**config.mk**
```make
export PLATFORM = sky130hd
export DESIGN_NAME = stack_ctrl_flat
export DESIGN_NICKNAME = d
export VERILOG_FILES = /design/src/rtl/stack_ctrl_if.sv /design/src/rtl/stack_ctrl.sv /design/src/flat_wrapper.sv
export SDC_FILE = /design/constraint.sdc
export NUM_CORES = 1
export LEC_CHECK = 0
export ABC_AREA = 1
export ABC_CLOCK_PERIOD_IN_PS = 3400
export CAP_MARGIN = 20
export CORE_ASPECT_RATIO = 0.75
export CORE_MARGIN = 5
export CORE_UTILIZATION = 45
export DETAILED_ROUTE_END_ITERATION = 8
export PLACE_DENSITY = 0.83
export SYNTH_ARGS = -nofsm -noshare
export SYNTH_HDL_FRONTEND = slang
export SYNTH_SLANG_ARGS = --single-unit
```
**constraint.sdc**
```tcl
create_clock -name clock -period 3.4 [get_ports clock]
set_input_delay 0.51 -clock clock [delete_from_list [all_inputs] [get_ports clock]]
set_output_delay 0.51 -clock clock [all_outputs]
set_load 0.05 [all_outputs]
```
**src/rtl/stack_ctrl_if.sv**
```systemverilog
// Bundles the stack controller's op/result signals and its stackram port.
// master = op source plus RAM model side; slave = the controller.
interface stack_ctrl_if;
    logic [1:0]  op;
    logic [15:0] din;
    logic        clr_err;
    logic [15:0] tos;
    logic [15:0] nos;
    logic [3:0]  depth;
    logic        empty;
    logic        full;
    logic        ovf;
    logic        unf;
    logic [15:0] ram_data;
    logic        ram_wren;
    logic [2:0]  ram_wraddr;
    logic [2:0]  ram_rdaddr;
    logic [15:0] ram_q;

    modport master (
        output op, din, clr_err, ram_q,
        input  tos, nos, depth, empty, full, ovf, unf,
               ram_data, ram_wren, ram_wraddr, ram_rdaddr
    );

    modport slave (
        input  op, din, clr_err, ram_q,
        output tos, nos, depth, empty, full, ovf, unf,
               ram_data, ram_wren, ram_wraddr, ram_rdaddr
    );
endinterface

```
**src/rtl/stack_ctrl.sv**
```systemverilog
// 9-deep b16 stack: TOS register over an 8x16 registered-read RAM; one op per cycle,
// results one edge later, no backpressure (ops at depth limits are dropped and flagged).
module stack_ctrl (
    input  logic         clock,
    input  logic         reset_n,
    stack_ctrl_if.slave  bus
);
    typedef enum logic [1:0] {
        OP_NOP  = 2'b00,
        OP_PUSH = 2'b01,
        OP_POP  = 2'b10,
        OP_REPL = 2'b11
    } op_e;

    logic [15:0] t_q, t_d;
    logic [15:0] f_q, f_d;
    logic [3:0]  depth_q, depth_d;
    logic        fwd_q, fwd_d;
    logic        ovf_q, ovf_d;
    logic        unf_q, unf_d;
    logic        ovf_evt, unf_evt, wr_c;
    logic [15:0] nos_c;

    // The slot just pushed is read back stale by the RAM, so F stands in until a pop.
    assign nos_c = (depth_q >= 4'd2) ? (fwd_q ? f_q : bus.ram_q) : 16'h0000;

    always_comb begin
        t_d     = t_q;
        f_d     = f_q;
        depth_d = depth_q;
        fwd_d   = fwd_q;
        ovf_evt = 1'b0;
        unf_evt = 1'b0;
        wr_c    = 1'b0;
        case (op_e'(bus.op))
            OP_PUSH: begin
                if (depth_q == 4'd9) begin
                    ovf_evt = 1'b1;
                end else begin
                    if (depth_q != 4'd0) begin
                        wr_c  = 1'b1;
                        f_d   = t_q;
                        fwd_d = 1'b1;
                    end
                    t_d     = bus.din;
                    depth_d = depth_q + 4'd1;
                end
            end
            OP_POP: begin
                if (depth_q == 4'd0) begin
                    unf_evt = 1'b1;
                end else begin
                    t_d     = nos_c;
                    depth_d = depth_q - 4'd1;
                    fwd_d   = 1'b0;
                end
            end
            OP_REPL: begin
                if (depth_q == 4'd0) unf_evt = 1'b1;
                else                 t_d     = bus.din;
            end
            default: ;
        endcase
        // A fresh error outranks a simultaneous clear.
        ovf_d = (ovf_q & ~bus.clr_err) | ovf_evt;
        unf_d = (unf_q & ~bus.clr_err) | unf_evt;
    end

    always_ff @(posedge clock) begin
        if (!reset_n) begin
            t_q     <= 16'h0000;
            f_q     <= 16'h0000;
            depth_q <= 4'd0;
            fwd_q   <= 1'b0;
            ovf_q   <= 1'b0;
            unf_q   <= 1'b0;
        end else begin
            t_q     <= t_d;
            f_q     <= f_d;
            depth_q <= depth_d;
            fwd_q   <= fwd_d;
            ovf_q   <= ovf_d;
            unf_q   <= unf_d;
        end
    end

    assign bus.tos        = t_q;
    assign bus.nos        = nos_c;
    assign bus.depth      = depth_q;
    assign bus.empty      = (depth_q == 4'd0);
    assign bus.full       = (depth_q == 4'd9);
    assign bus.ovf        = ovf_q;
    assign bus.unf        = unf_q;
    assign bus.ram_data   = t_q;
    assign bus.ram_wren   = wr_c & reset_n;
    assign bus.ram_wraddr = depth_q[2:0] - 3'd1;
    // Address arithmetic is mod 8; the value is unused whenever next depth < 2.
    assign bus.ram_rdaddr = depth_d[2:0] - 3'd2;
endmodule

```
**src/flat_wrapper.sv**
```systemverilog
// flat-port wrapper written by rule: the top's interface ports become plain ports
module stack_ctrl_flat 
  (clock, reset_n, bus_op, bus_din, bus_clr_err, bus_ram_q, bus_tos, bus_nos, bus_depth, bus_empty, bus_full, bus_ovf, bus_unf, bus_ram_data, bus_ram_wren, bus_ram_wraddr, bus_ram_rdaddr);
  stack_ctrl_if bus_i ();
  input  logic clock;
  input  logic reset_n;
  input wire logic [$bits(bus_i.op)-1:0] bus_op;
  input wire logic [$bits(bus_i.din)-1:0] bus_din;
  input wire logic [$bits(bus_i.clr_err)-1:0] bus_clr_err;
  input wire logic [$bits(bus_i.ram_q)-1:0] bus_ram_q;
  output wire logic [$bits(bus_i.tos)-1:0] bus_tos;
  output wire logic [$bits(bus_i.nos)-1:0] bus_nos;
  output wire logic [$bits(bus_i.depth)-1:0] bus_depth;
  output wire logic [$bits(bus_i.empty)-1:0] bus_empty;
  output wire logic [$bits(bus_i.full)-1:0] bus_full;
  output wire logic [$bits(bus_i.ovf)-1:0] bus_ovf;
  output wire logic [$bits(bus_i.unf)-1:0] bus_unf;
  output wire logic [$bits(bus_i.ram_data)-1:0] bus_ram_data;
  output wire logic [$bits(bus_i.ram_wren)-1:0] bus_ram_wren;
  output wire logic [$bits(bus_i.ram_wraddr)-1:0] bus_ram_wraddr;
  output wire logic [$bits(bus_i.ram_rdaddr)-1:0] bus_ram_rdaddr;
  assign bus_i.op = bus_op;
  assign bus_i.din = bus_din;
  assign bus_i.clr_err = bus_clr_err;
  assign bus_i.ram_q = bus_ram_q;
  assign bus_tos = bus_i.tos;
  assign bus_nos = bus_i.nos;
  assign bus_depth = bus_i.depth;
  assign bus_empty = bus_i.empty;
  assign bus_full = bus_i.full;
  assign bus_ovf = bus_i.ovf;
  assign bus_unf = bus_i.unf;
  assign bus_ram_data = bus_i.ram_data;
  assign bus_ram_wren = bus_i.ram_wren;
  assign bus_ram_wraddr = bus_i.ram_wraddr;
  assign bus_ram_rdaddr = bus_i.ram_rdaddr;
  stack_ctrl u_core (.clock(clock), .reset_n(reset_n), .bus(bus_i));
endmodule
```
==> results.toml <==
[placement]
dp.cells = 522
hpwl_um = 5220
gp_congestion = 0.877
place_area_sq_mm = 0.00339
io_buffers = 99

[clock_network]
htreeDepth = 2
clock_latency_ns = 0.29
ctsResizeCount = 0
clk_path_buf_depth = 2
postCtsSetupBuffers = 0
cts_sinks = 39
path_clk_slew_ns = 0.07
ctsHoldBuffers = 0
cts_tree = "done"
cts_buffers = 5
cts_root_buf = "clkbuf_8"

[pwr]
ir_drop_v = 0.000236
power.leakage_nw = 1.67
p_per_area_mw_per_mm2 = 496
power_mw = 1.72

[sta]
slew_violations = 0
slew_headroom_pct = 61.1
fin_setup_tns_ns = 0
setup_violations = 0
rsz0062_at_grt = "no"
fin_crit_sh_pct = 85.5
hold_viol_final = 0
clock.fmax_ghz = 0.344
finClkSkew_ns = 0.00452
period_needed_ns = 2.91
worst_pin_slew_ns = 0.583

[detailed_routing]
viasPerCell = 4.81
num_vias = 2550
ant_nets = 0
routed_wl_um = 6940
drt_iter0_markers = 133
post-route-drc-count = 0
wl_per_cell_um = 13.1
drt_first_pass_iters = 4

[global_route]
antenna_found_initial = 0
grt_pass1_wl_um = 11100
grt_overflow = 0
grt_max_degree = 35
track_usage_pct = 19.8
first_global_vias = 2374

[setup_path]
worstPathArrival_ns = 2.40
required_ns = 2.89
start_kind = "flop"
worstSetupPathType = "reg -> out"
crit_path_top_delay_cell = "clkdlybuf4s50_1"
worst_setup_path_end_kind = "output port"
crit_chain = "clkinvlp_4, ha_1, nor2_1, nand2_4, nand2_1, inv_1, clkdlybuf4s50_1"
cp_num_buf_inv = 3
cpPeakStageDelay_ns = 0.70
crit_family = "buffers and inverters"
cp_max_fo = 16

[min_path]
hp-class = "reg -> reg"

[synth]
syn-instance-count = 379
ys_seq_elements = 39
synth-edff-count = 0
yosys-top-cells-count = "nand2_1 (84), nor2_1 (71), o21ai_0 (47)"
synth.avg_cell_area_sq_um = 6.63
ys_warn_count = 0
yosysUniqueCellTypes = 29
yosys.area.top_type = "dfxtp_1"
synth_nets = 424
synthFlopType = "dfxtp_1"
ys_seq_area_share_pct = 31.1
synth-async-reset-ratio_pct = 0
synthTopCellsByArea = "dfxtp_1 (31%), nand2_1 (13%), nor2_1 (11%)"
synth.top_cell.area_share_pct = 31.1
syn_area_sq_mm = 0.00251
synth.most_common_cell = "nand2_1"

[die]
die-area_sq_mm = 0.00719
rows = 23
die_h_um = 74.7
top_level_ports = 100
die_w_um = 96.3
initial_core_util_pct = 46.7
core-area_sq_mm = 0.00538

[run]
drv_cap = 0

[finish]
drive_gt1_share_pct = 7.03
area_growth_pct = 38.1
num_antenna_cells = 0
nets = 499
final_cell_count_no_fill = 530
final_area_sq_mm = 0.00347

[status]
status = "finished, final reports clean"
layout by cell type (no fill, tap or decap), types with 3 or more instances in the layout:
master and instances:
clkdlybuf4s50_1 95, nand2_1 84, nor2_1 71, o21ai_0 47, inv_1 44, dfxtp_1 38, o21ai_1 17, nand3_1 11
ha_1 8, clkbuf_8 5, buf_4 4, nor2_8 3, a21oi_1 3
sequential cells by signal, indices dropped and copies added (netlist names):
signal	cells
u_core.bus.depth	4
u_core.bus.ovf	1
u_core.bus.ram_data	16
u_core.bus.unf	1
u_core.f_q	16
u_core.fwd_q	1
per-layer routing:
layer	vias up	routed length (um)	global-route usage, %
met3	9	521	5.39
met5	-	0	0
li1	1307	-	-
met1	1144	3110	27.0
met2	90	3230	30.4
met4	0	87	6.78
power by group:
| part | switching, mW | internal [mW] |
|---|---|---|
| Combinational | 0.586 | 0.285 |
| Sequential | 0.0501 | 0.504 |
| Clock | 0.151 | 0.144 |
worst reg2reg max path, stage by stage (launching register included):
cell and delay [ns]:
dfxtp_2 0.43, clkinvlp_4 0.21, ha_1 0.35, nand2_2 0.13, nor2_4 0.05, nor2_8 0.26
inv_4 0.15, nor2_2 0.21, nand2_1 0.08, nand2_1 0.08
per-stage QoR:
step,utilization [%],setup WS (ns),hold WS (ns)
finish,64.4,0.495,0.471
global route,64.4,0.309,0.509
CTS,64.4,0.476,0.472
detailed placement,62.9,0.635,0.463
global placement,62.9,0.669,0.461
floorplan,-,0.190,0.475
cell families after synthesis:
family                     count (synthesis)  share of synthesized area, %
xor gates and xnor gates                   1                         0.349
AOI/OAI and AO/OA                         69                          14.3
buffers and inverters                     82                          17.6
DFF                                       39                          31.1
adders and majority gates                  8                          3.99
and+or+nand+nor                          180                          32.7
final timing paths:
check	start	end	slack, ns	depth (start not counted)
hold / removal	u_core.bus.ovf	u_core.bus.ovf	0.47	2
setup / recovery	u_core.bus.depth[0]	bus_nos[1]	0.49	7
hold reg to reg	u_core.bus.ovf	u_core.bus.ovf	0.47	2
setup reg to reg	u_core.bus.depth[0]	u_core.fwd_q	1.40	9
final cells by class:
cell class	count	area, sq um
sequential	39	782
timing repair buffer	101	1020
inverter	49	200
clock buffer	7	76.3
multi-input combinational	258	1290
clock inverter	1	5.00
tap	75	93.8
fill	473	1910
(Power assumes the default switching activity.)
